--- config.mk ---
export PLATFORM = sky130hd
export DESIGN_NAME = inv_shift_rows_stream_flat
export DESIGN_NICKNAME = d
export VERILOG_FILES = /design/src/rtl/inv_shift_rows_stream_if.sv /design/src/rtl/inv_shift_rows_stream.sv /design/src/flat_wrapper.sv
export SDC_FILE = /design/constraint.sdc
export NUM_CORES = 1
export LEC_CHECK = 0
export CAP_MARGIN = 20
export CORE_MARGIN = 1
export CORE_UTILIZATION = 38
export CTS_CLUSTER_DIAMETER = 80
export DETAILED_ROUTE_END_ITERATION = 7
export HOLD_SLACK_MARGIN = 0.08
export PLACE_DENSITY = 0.58
export SYNTH_ARGS = -nofsm -noshare
export SYNTH_HDL_FRONTEND = slang
export SYNTH_SLANG_ARGS = --single-unit
--- constraint.sdc ---
create_clock -name clk -period 4.16 [get_ports clk]
set_input_delay 0.624 -clock clk [delete_from_list [all_inputs] [get_ports clk]]
set_output_delay 0.624 -clock clk [all_outputs]
set_load 0.02 [all_outputs]
--- src/rtl/inv_shift_rows_stream_if.sv ---
// Byte streams around the AES InvShiftRows stage: "s" side into the stage, "m" side out of it.
// With SHIFT_ROWS_FWD_MODE_EN defined the interface also carries fwd_mode.
// Handshake: a byte moves on a rising edge where valid && ready; once valid is
// raised with a byte, data and last hold until that transfer happens.
interface inv_shift_rows_stream_if #(
  parameter int BYTE_W = 8
);
  logic              s_valid;
  logic              s_ready;
  logic [BYTE_W-1:0] s_data;
  logic              m_valid;
  logic              m_ready;
  logic [BYTE_W-1:0] m_data;
  logic              m_last;
`ifdef SHIFT_ROWS_FWD_MODE_EN
  logic              fwd_mode;

  modport slave (
    input  s_valid, s_data, m_ready, fwd_mode,
    output s_ready, m_valid, m_data, m_last
  );
  modport master (
    output s_valid, s_data, m_ready, fwd_mode,
    input  s_ready, m_valid, m_data, m_last
  );
`else
  modport slave (
    input  s_valid, s_data, m_ready,
    output s_ready, m_valid, m_data, m_last
  );
  modport master (
    output s_valid, s_data, m_ready,
    input  s_ready, m_valid, m_data, m_last
  );
`endif
endinterface

--- src/rtl/inv_shift_rows_stream.sv ---
// Byte-serial AES InvShiftRows with ping-pong block buffers (one fills while the other drains).
// Optional SHIFT_ROWS_FWD_MODE_EN adds a per-block forward ShiftRows mode.
module inv_shift_rows_stream #(
  parameter int BYTE_W = 8
) (
  input logic                    clk,
  input logic                    rst,
  inv_shift_rows_stream_if.slave io
);

  logic [BYTE_W-1:0] mem [0:1][0:15];
  logic [1:0]        full;
  logic              wr_bank;
  logic              rd_bank;
  logic [3:0]        wr_cnt;
  logic [3:0]        rd_cnt;
  logic              wr_en;
  logic              rd_en;
  logic              cur_fwd;
  logic [1:0]        row;
  logic [1:0]        col;
  logic [1:0]        src_col;
  logic [3:0]        rd_idx;

  assign io.s_ready = !rst && !full[wr_bank];
  assign io.m_valid = !rst && full[rd_bank];
  assign wr_en      = io.s_valid && io.s_ready;
  assign rd_en      = io.m_valid && io.m_ready;

`ifdef SHIFT_ROWS_FWD_MODE_EN
  logic [1:0] bank_mode;

  always_ff @(posedge clk) begin
    if (rst) begin
      bank_mode <= 2'b00;
    end else if (wr_en && wr_cnt == 4'd0) begin
      bank_mode[wr_bank] <= io.fwd_mode;
    end
  end

  assign cur_fwd = bank_mode[rd_bank];
`else
  assign cur_fwd = 1'b0;
`endif

  // Byte k sits at row k[1:0], column k[3:2]; the output byte at (row, col)
  // comes from column col-row (inverse) or col+row (forward), modulo 4.
  assign row     = rd_cnt[1:0];
  assign col     = rd_cnt[3:2];
  assign src_col = cur_fwd ? (col + row) : (col - row);
  assign rd_idx  = {src_col, row};

  assign io.m_data = io.m_valid ? mem[rd_bank][rd_idx] : '0;
  assign io.m_last = io.m_valid && (rd_cnt == 4'd15);

  always_ff @(posedge clk) begin
    if (wr_en) begin
      mem[wr_bank][wr_cnt] <= io.s_data;
    end
  end

  // Write completion and read completion always target opposite banks.
  always_ff @(posedge clk) begin
    if (rst) begin
      full    <= 2'b00;
      wr_bank <= 1'b0;
      rd_bank <= 1'b0;
      wr_cnt  <= 4'd0;
      rd_cnt  <= 4'd0;
    end else begin
      if (wr_en) begin
        wr_cnt <= wr_cnt + 4'd1;
        if (wr_cnt == 4'd15) begin
          full[wr_bank] <= 1'b1;
          wr_bank       <= ~wr_bank;
        end
      end
      if (rd_en) begin
        rd_cnt <= rd_cnt + 4'd1;
        if (rd_cnt == 4'd15) begin
          full[rd_bank] <= 1'b0;
          rd_bank       <= ~rd_bank;
        end
      end
    end
  end

endmodule

--- src/flat_wrapper.sv ---
// flat-port wrapper written by rule: the top's interface ports become plain ports
module inv_shift_rows_stream_flat 
#(
  parameter int BYTE_W = 8
)
  (clk, rst, io_s_valid, io_s_data, io_m_ready, io_s_ready, io_m_valid, io_m_data, io_m_last);
  inv_shift_rows_stream_if #(.BYTE_W(BYTE_W)) io_i ();
  input logic clk;
  input logic rst;
  input wire logic [$bits(io_i.s_valid)-1:0] io_s_valid;
  input wire logic [$bits(io_i.s_data)-1:0] io_s_data;
  input wire logic [$bits(io_i.m_ready)-1:0] io_m_ready;
  output wire logic [$bits(io_i.s_ready)-1:0] io_s_ready;
  output wire logic [$bits(io_i.m_valid)-1:0] io_m_valid;
  output wire logic [$bits(io_i.m_data)-1:0] io_m_data;
  output wire logic [$bits(io_i.m_last)-1:0] io_m_last;
  assign io_i.s_valid = io_s_valid;
  assign io_i.s_data = io_s_data;
  assign io_i.m_ready = io_m_ready;
  assign io_s_ready = io_i.s_ready;
  assign io_m_valid = io_i.m_valid;
  assign io_m_data = io_i.m_data;
  assign io_m_last = io_i.m_last;
  inv_shift_rows_stream #(.BYTE_W(BYTE_W)) u_core (.clk(clk), .rst(rst), .io(io_i));
endmodule
**Word-level counts from Yosys, hierarchy flattened**

Memories as Yosys holds them, arrays and structs flattened. A register that Yosys moved wholly into a read port is not among the register bits.
Cells that the tools add are included.

- Logic and storage cells: 60
- Register bits: 12
- Memories: 1
- Output and inout port bits: 11
- RAM bits: 256

- Magnitude comparators: 7
- Muxes and demuxes: 23
- Bitwise logic cells: 7
- Add/subtract/negate cells: 3
- Reductions and logical operators: 12
- Equality and inequality tests: 2

Memories:

| memory | depth | width | read ports | clocked after Yosys merged registers in | write ports | RTL line | text |
|---|---|---|---|---|---|---|---|
| u_core.mem | 2 | 128 | 1 | 1 | 1 | inv_shift_rows_stream.sv:11 | `logic [BYTE_W-1:0] mem [0:1][0:15];` |

Operator list:

| operator | number |
|---|---|
| $mux W128 | 1 |
| $bmux W8 S4 | 1 |
| $demux W8 S4 | 1 |
| $mux W8 | 4 |
| $ge A5 B5 Y1 const B | 2 |
| $mux W2 | 5 |
| $not A4 Y5 | 2 |
| $mux W1 | 9 |
| $add A4 B1 Y4 const B | 2 |
| $eq A4 B4 Y1 const B | 2 |
| $logic_and A1 B1 Y1 | 8 |
| $lt A5 B1 Y1 const B | 1 |
| $lt A1 B2 Y1 const B | 2 |
| $reduce_and A2 Y1 | 2 |
| $and A2 B2 Y2 | 1 |
| $demux W1 S1 | 2 |
| $ge A1 B1 Y1 const B | 2 |
| $logic_not A1 Y1 | 2 |
| $not A1 Y1 | 2 |
| $not A2 Y2 | 1 |
| $or A2 B2 Y2 | 1 |
| $sub A2 B2 Y2 | 1 |

**Longest topological paths before layout**

- Depth after elaboration: 11
- Mapped depth: 8
- Depth with buffers taken out: 6

**Worst setup path after synthesis**

OpenSTA, ideal clock, no wires.

- Path kind: input to output
- Start point: in rst
- End point: out io_m_data[7]
- Data required time: 3.536 ns
- Stages: 4
- Path buffers: 1
- Setup slack: 1.533 ns
- Arrival: 2.003 ns
- Cell sequence: clkbuf_1 -> nor2_1 -> o221ai_1 -> a21oi_1

- Longest elaborated chain between the ends: 3

RTL lines:

| what | RTL line | text |
|---|---|---|
| start, declared | flat_wrapper.sv:9 | `input logic rst;` |
| $logic_not A1 Y1 | inv_shift_rows_stream.sv:26 | `assign io.m_valid = !rst && full[rd_bank];` |
| $logic_and A1 B1 Y1 | inv_shift_rows_stream.sv:26 |  |
| named net io_m_valid | flat_wrapper.sv:14 | `output wire logic [$bits(io_i.m_valid)-1:0] io_m_valid;` |
| $mux W8 | inv_shift_rows_stream.sv:53 | `assign io.m_data = io.m_valid ? mem[rd_bank][rd_idx] : '0;` |
| end, declared | flat_wrapper.sv:15 | `output wire logic [$bits(io_i.m_data)-1:0] io_m_data;` |

The timed path passes the listed nets, and every way through them passes these cells.

==> impl_summary.log <==
[metrics] cell accounting for the most synthesized area: sky130_fd_sc_hd__edfxtp_1
[metrics] end of the worst register-to-register path: u_core.mem[1][46]
[metrics] data required time of the critical path: 3540 ps
[metrics] final setup violation count: 0
[metrics] remaining routing DRC violations: 0
[metrics] number of H-tree levels: 1
[metrics] share of cell area taken by muxes after synthesis: 15.5%
[metrics] max_cap viols: 0
[metrics] via count of the first global-routing pass: 5,418
[metrics] element type at the critical path end: output port
[metrics] switching fraction of total power: 19.5%
[metrics] proportion of netlist area held by the largest area contributor: 71.8%
[metrics] setup repair after global routing missed its margin: false
[metrics] DRT iter0 DRCs: 349
[metrics] portion of total power attributed to combinational logic: 1.9%
[metrics] chip height: 170 um
[metrics] total congestion overflow after global routing: 0
[metrics] Routed Antenna Nets: 0
[metrics] Synth Cell Area: 0.0107 sq mm
[metrics] standard cell core area: 0.0278 sq mm
[metrics] Synth Area in Compound Gates: 2.86%
[metrics] input/output buffers: 22
[metrics] number of antenna violations at the first check in global routing: 0
[metrics] post-detailed-routing wire length: 22.7 mm
[metrics] Least-Margin Pin Slew: 921 ps
[metrics] arrival time at the worst endpoint: 3360 ps
[metrics] maximum number of pins on one net before global-route repair: 64
[metrics] maximum net fanout on the critical path: 32
[metrics] number of cells produced by synthesis: 543
[metrics] kind of critical path: reg2out
[metrics] largest cells by area after synthesis: sky130_fd_sc_hd__edfxtp_1 72%, sky130_fd_sc_hd__mux4_2 12%, sky130_fd_sc_hd__dfxtp_1 2.4%
[metrics] post-layout utilization of the core: 44.3%
[metrics] wire length of the first global-routing pass: 33.9 mm
[metrics] Pleak: 0.00376 uW
[metrics] routability congestion estimate: 0.789
[metrics] via/cell ratio: 5.31
[metrics] worst path buffer plus inverter count: 2
[metrics] via count: 5,242
[metrics] overall track demand over capacity in global routing: 16.2%
[metrics] achievable clock frequency: 251 MHz
[metrics] post-synthesis share of cell area spent on full adders, half adders and majority gates: 0.701%
[metrics] CTS Sinks: 269
[metrics] FP Rows: 61
[metrics] Mapped Avg Cell Area: 19.7 sq um
[metrics] # hold bufs at CTS: 0
[metrics] headroom to the max-slew limit: 38.4%
[metrics] outcome: finished clean
[metrics] floorplan die width: 170 um
[metrics] die footprint: 0.0289 sq mm
[metrics] CP max stage cell: sky130_fd_sc_hd__dfxtp_4
[metrics] synthesized net count: 561
[metrics] final hold violations: 0
[metrics] simple-gate share of the synthesized area: 4.14%
[metrics] combinational family with the most area after synthesis: multiplexers
[metrics] half-perimeter wire length of the detailed placement result: 14.5 mm
[metrics] I/O pin cnt: 23
[metrics] share of synthesized area occupied by flip-flops and latches: 74.2%
[metrics] EDFF count, synth: 256
[metrics] Ys Warns: 0
[metrics] # fillers: 2,406
[metrics] maximum clock insertion buffer count: 3
[metrics] worst stage delay on the critical path: 630 ps
[metrics] leading register cell type out of synthesis: sky130_fd_sc_hd__edfxtp_1
[metrics] TritonCTS clock tree: done
[metrics] path class of the lowest-slack min-delay path: reg2reg
[metrics] number of buffers inserted during clock tree synthesis: 27
[metrics] flip-flop and latch count after synthesis: 269
[metrics] Worst R2R Start: u_core.wr_bank
[metrics] Power Density: 427 mW/mm^2
[metrics] clock share of power: 41.5%
[metrics] worst clock skew: 24.0 ps
[metrics] library cell used as clock root buffer: sky130_fd_sc_hd__clkbuf_16
[metrics] number of pins with negative max-slew slack in the final report: 0
[metrics] capturing instance or port of the critical path: io_m_data[4]
[metrics] number of optimization iterations in the first detailed-route pass: 4
[metrics] Routed WL per cell: 23.0 um
[metrics] Skew-Pair Late Insertion Delay: 540 ps
[metrics] family with the most delay on the worst path: multiplexers
[metrics] path length in cells of the critical path: 6
[metrics] share of flip-flops with an asynchronous set or reset: 0%
[metrics] Final period util: 95.7%
[metrics] Setup TNS Final: 0 ps
[metrics] register-to-register setup slack: 1370 ps
[metrics] net switching component of the power: 1020 uW
[metrics] part of the total power dissipated in sequential elements: 56.6%
[metrics] layout cell share with drive strength beyond 1: 22.0%
[metrics] Nets: 607
[metrics] Antenna Diode Count: 0
[metrics] worst vdd ir: 0.218 mV
[metrics] min cycle time layout: 3980 ps
[metrics] Synth Area in XOR/XNOR: 0.736%
[metrics] worst-path cell chain: buf_12, mux4_2, mux2i_1, o22ai_1, o21a_1, clkdlybuf4s50_1
[metrics] cell-internal power: 4230 uW
[metrics] clock-pin slew on the worst setup and hold paths: 60 ps
[metrics] number of cells on the worst reg-to-reg path: 4
[metrics] crit start category: flop
[metrics] number of distinct library cells after synthesis: 50
[metrics] Area Growth Syn to Fin: 14.8%
[metrics] starting utilization of the core area: 38.6%
## cell families (layout without fill, tap and decap cells)
family	Yosys count	after routing
buffers and inverters	37	103
flip-flops	269	269
AND/OR/NAND/NOR	90	90
AO/OA/AOI/OAI	39	39
XOR/XNOR	9	9
adder cells (fa/ha/maj)	6	6
multiplexers	93	93
## layout by cell type (no fill, tap or decap), types with 7 or more instances in the layout
cell type                         instances
sky130_fd_sc_hd__buf_4                   17
sky130_fd_sc_hd__mux2i_1                 23
sky130_fd_sc_hd__nor2_1                  49
sky130_fd_sc_hd__mux2_2                  12
sky130_fd_sc_hd__clkinv_1                 7
sky130_fd_sc_hd__clkbuf_16               27
sky130_fd_sc_hd__inv_1                    9
sky130_fd_sc_hd__a221oi_1                 7
sky130_fd_sc_hd__clkbuf_1                 9
sky130_fd_sc_hd__dfxtp_1                 11
sky130_fd_sc_hd__edfxtp_1               256
sky130_fd_sc_hd__mux4_2                  57
sky130_fd_sc_hd__nand2_1                  8
sky130_fd_sc_hd__clkdlybuf4s50_1         22
## final cells by class
cell class / count / area [sq um] / area share (%)
multi-input cells: 237 / 2570 / 20.9
repair buffers: 45 / 485 / 3.95
well taps: 378 / 473 / 3.84
clock inverters: 11 / 50.0 / 0.407
clock buffers: 38 / 737 / 5.99
inverters: 9 / 33.8 / 0.275
flip-flops and latches: 269 / 7950 / 64.7
## synthesized netlist by cell type (5+ instances only)
cell type,count
sky130_fd_sc_hd__edfxtp_1,256
sky130_fd_sc_hd__mux4_2,57
sky130_fd_sc_hd__nor2_1,49
sky130_fd_sc_hd__mux2i_1,23
sky130_fd_sc_hd__dfxtp_1,13
sky130_fd_sc_hd__clkbuf_1,12
sky130_fd_sc_hd__mux2_2,12
sky130_fd_sc_hd__inv_1,9
sky130_fd_sc_hd__nand2_1,8
sky130_fd_sc_hd__a221oi_1,7
sky130_fd_sc_hd__buf_2,7
sky130_fd_sc_hd__ha_1,6
sky130_fd_sc_hd__o221ai_1,6
sky130_fd_sc_hd__or2_1,6
sky130_fd_sc_hd__xnor2_1,6
sky130_fd_sc_hd__a211oi_1,5
sky130_fd_sc_hd__a22o_1,5
sky130_fd_sc_hd__buf_6,5
## worst min path at each step
stage | cells past startpoint | startpoint | slack [ps] | to
5_1_grt | 1 | u_core.full[1] | 570 | u_core.full[1]
4_1_cts | 2 | u_core.full[0] | 520 | u_core.full[0]
3_3_place_gp | 2 | u_core.full[0] | 480 | u_core.full[0]
3_5_place_dp | 2 | u_core.full[0] | 510 | u_core.full[0]
6_report | 2 | u_core.full[0] | 520 | u_core.full[0]
2_1_floorplan | 2 | u_core.full[0] | 470 | u_core.full[0]
## power by group through the flow
stage	Clock (uW)	Sequential, uW	Combinational, uW
after floorplan	0	3030	23.3
after global placement	0	3030	85.1
after detailed placement	0	3030	93.8
after CTS	2220	2970	93.9
after global routing	2320	2970	107
final	2180	2970	98.6
## registers in the layout (all words and copies together) (netlist names), named ones only
signal / flops
u_core.rd_bank: 1
u_core.full: 2
u_core.wr_bank: 1
u_core.wr_cnt: 4
u_core.mem: 256
u_core.rd_cnt: 4
## what timing repair did
action,in CTS,in global routing
endpoints found under the setup margin,0,1
buffers inserted,0,0
gates resized for setup,0,1
## layer usage
| metal | track usage, % | up-vias | part of all wire, % |
|---|---|---|---|
| met5 | 0 | - | 0 |
| li1 | - | 2298 | - |
| met1 | 23.0 | 2772 | 44 |
| met4 | 4.90 | 0 | 2.1 |
| met2 | 25.5 | 138 | 47 |
| met3 | 2.88 | 34 | 6.4 |
## through the flow
step                      hold slack [ps]  instances  area (sq um)  power (uW)  setup WS [ps]
final                                 516        987         12300        5250            179
after global routing                  572        987         12300        5400           54.8
after CTS                             517        985         12200        5280            128
after detailed placement              508        936         11500        3120            683
after global placement                481        934         11400        3120            670
after floorplan                       469        543         10700        3050           1530
## worst min-delay path: cells and delay by family, from the launching register on
kind / cells / cell delay, ps
DFF: 1 / 340
buffers and inverters: 1 / 60
AOI/OAI and AO/OA: 1 / 60
Note: power is estimated with default switching activity, not from simulation.
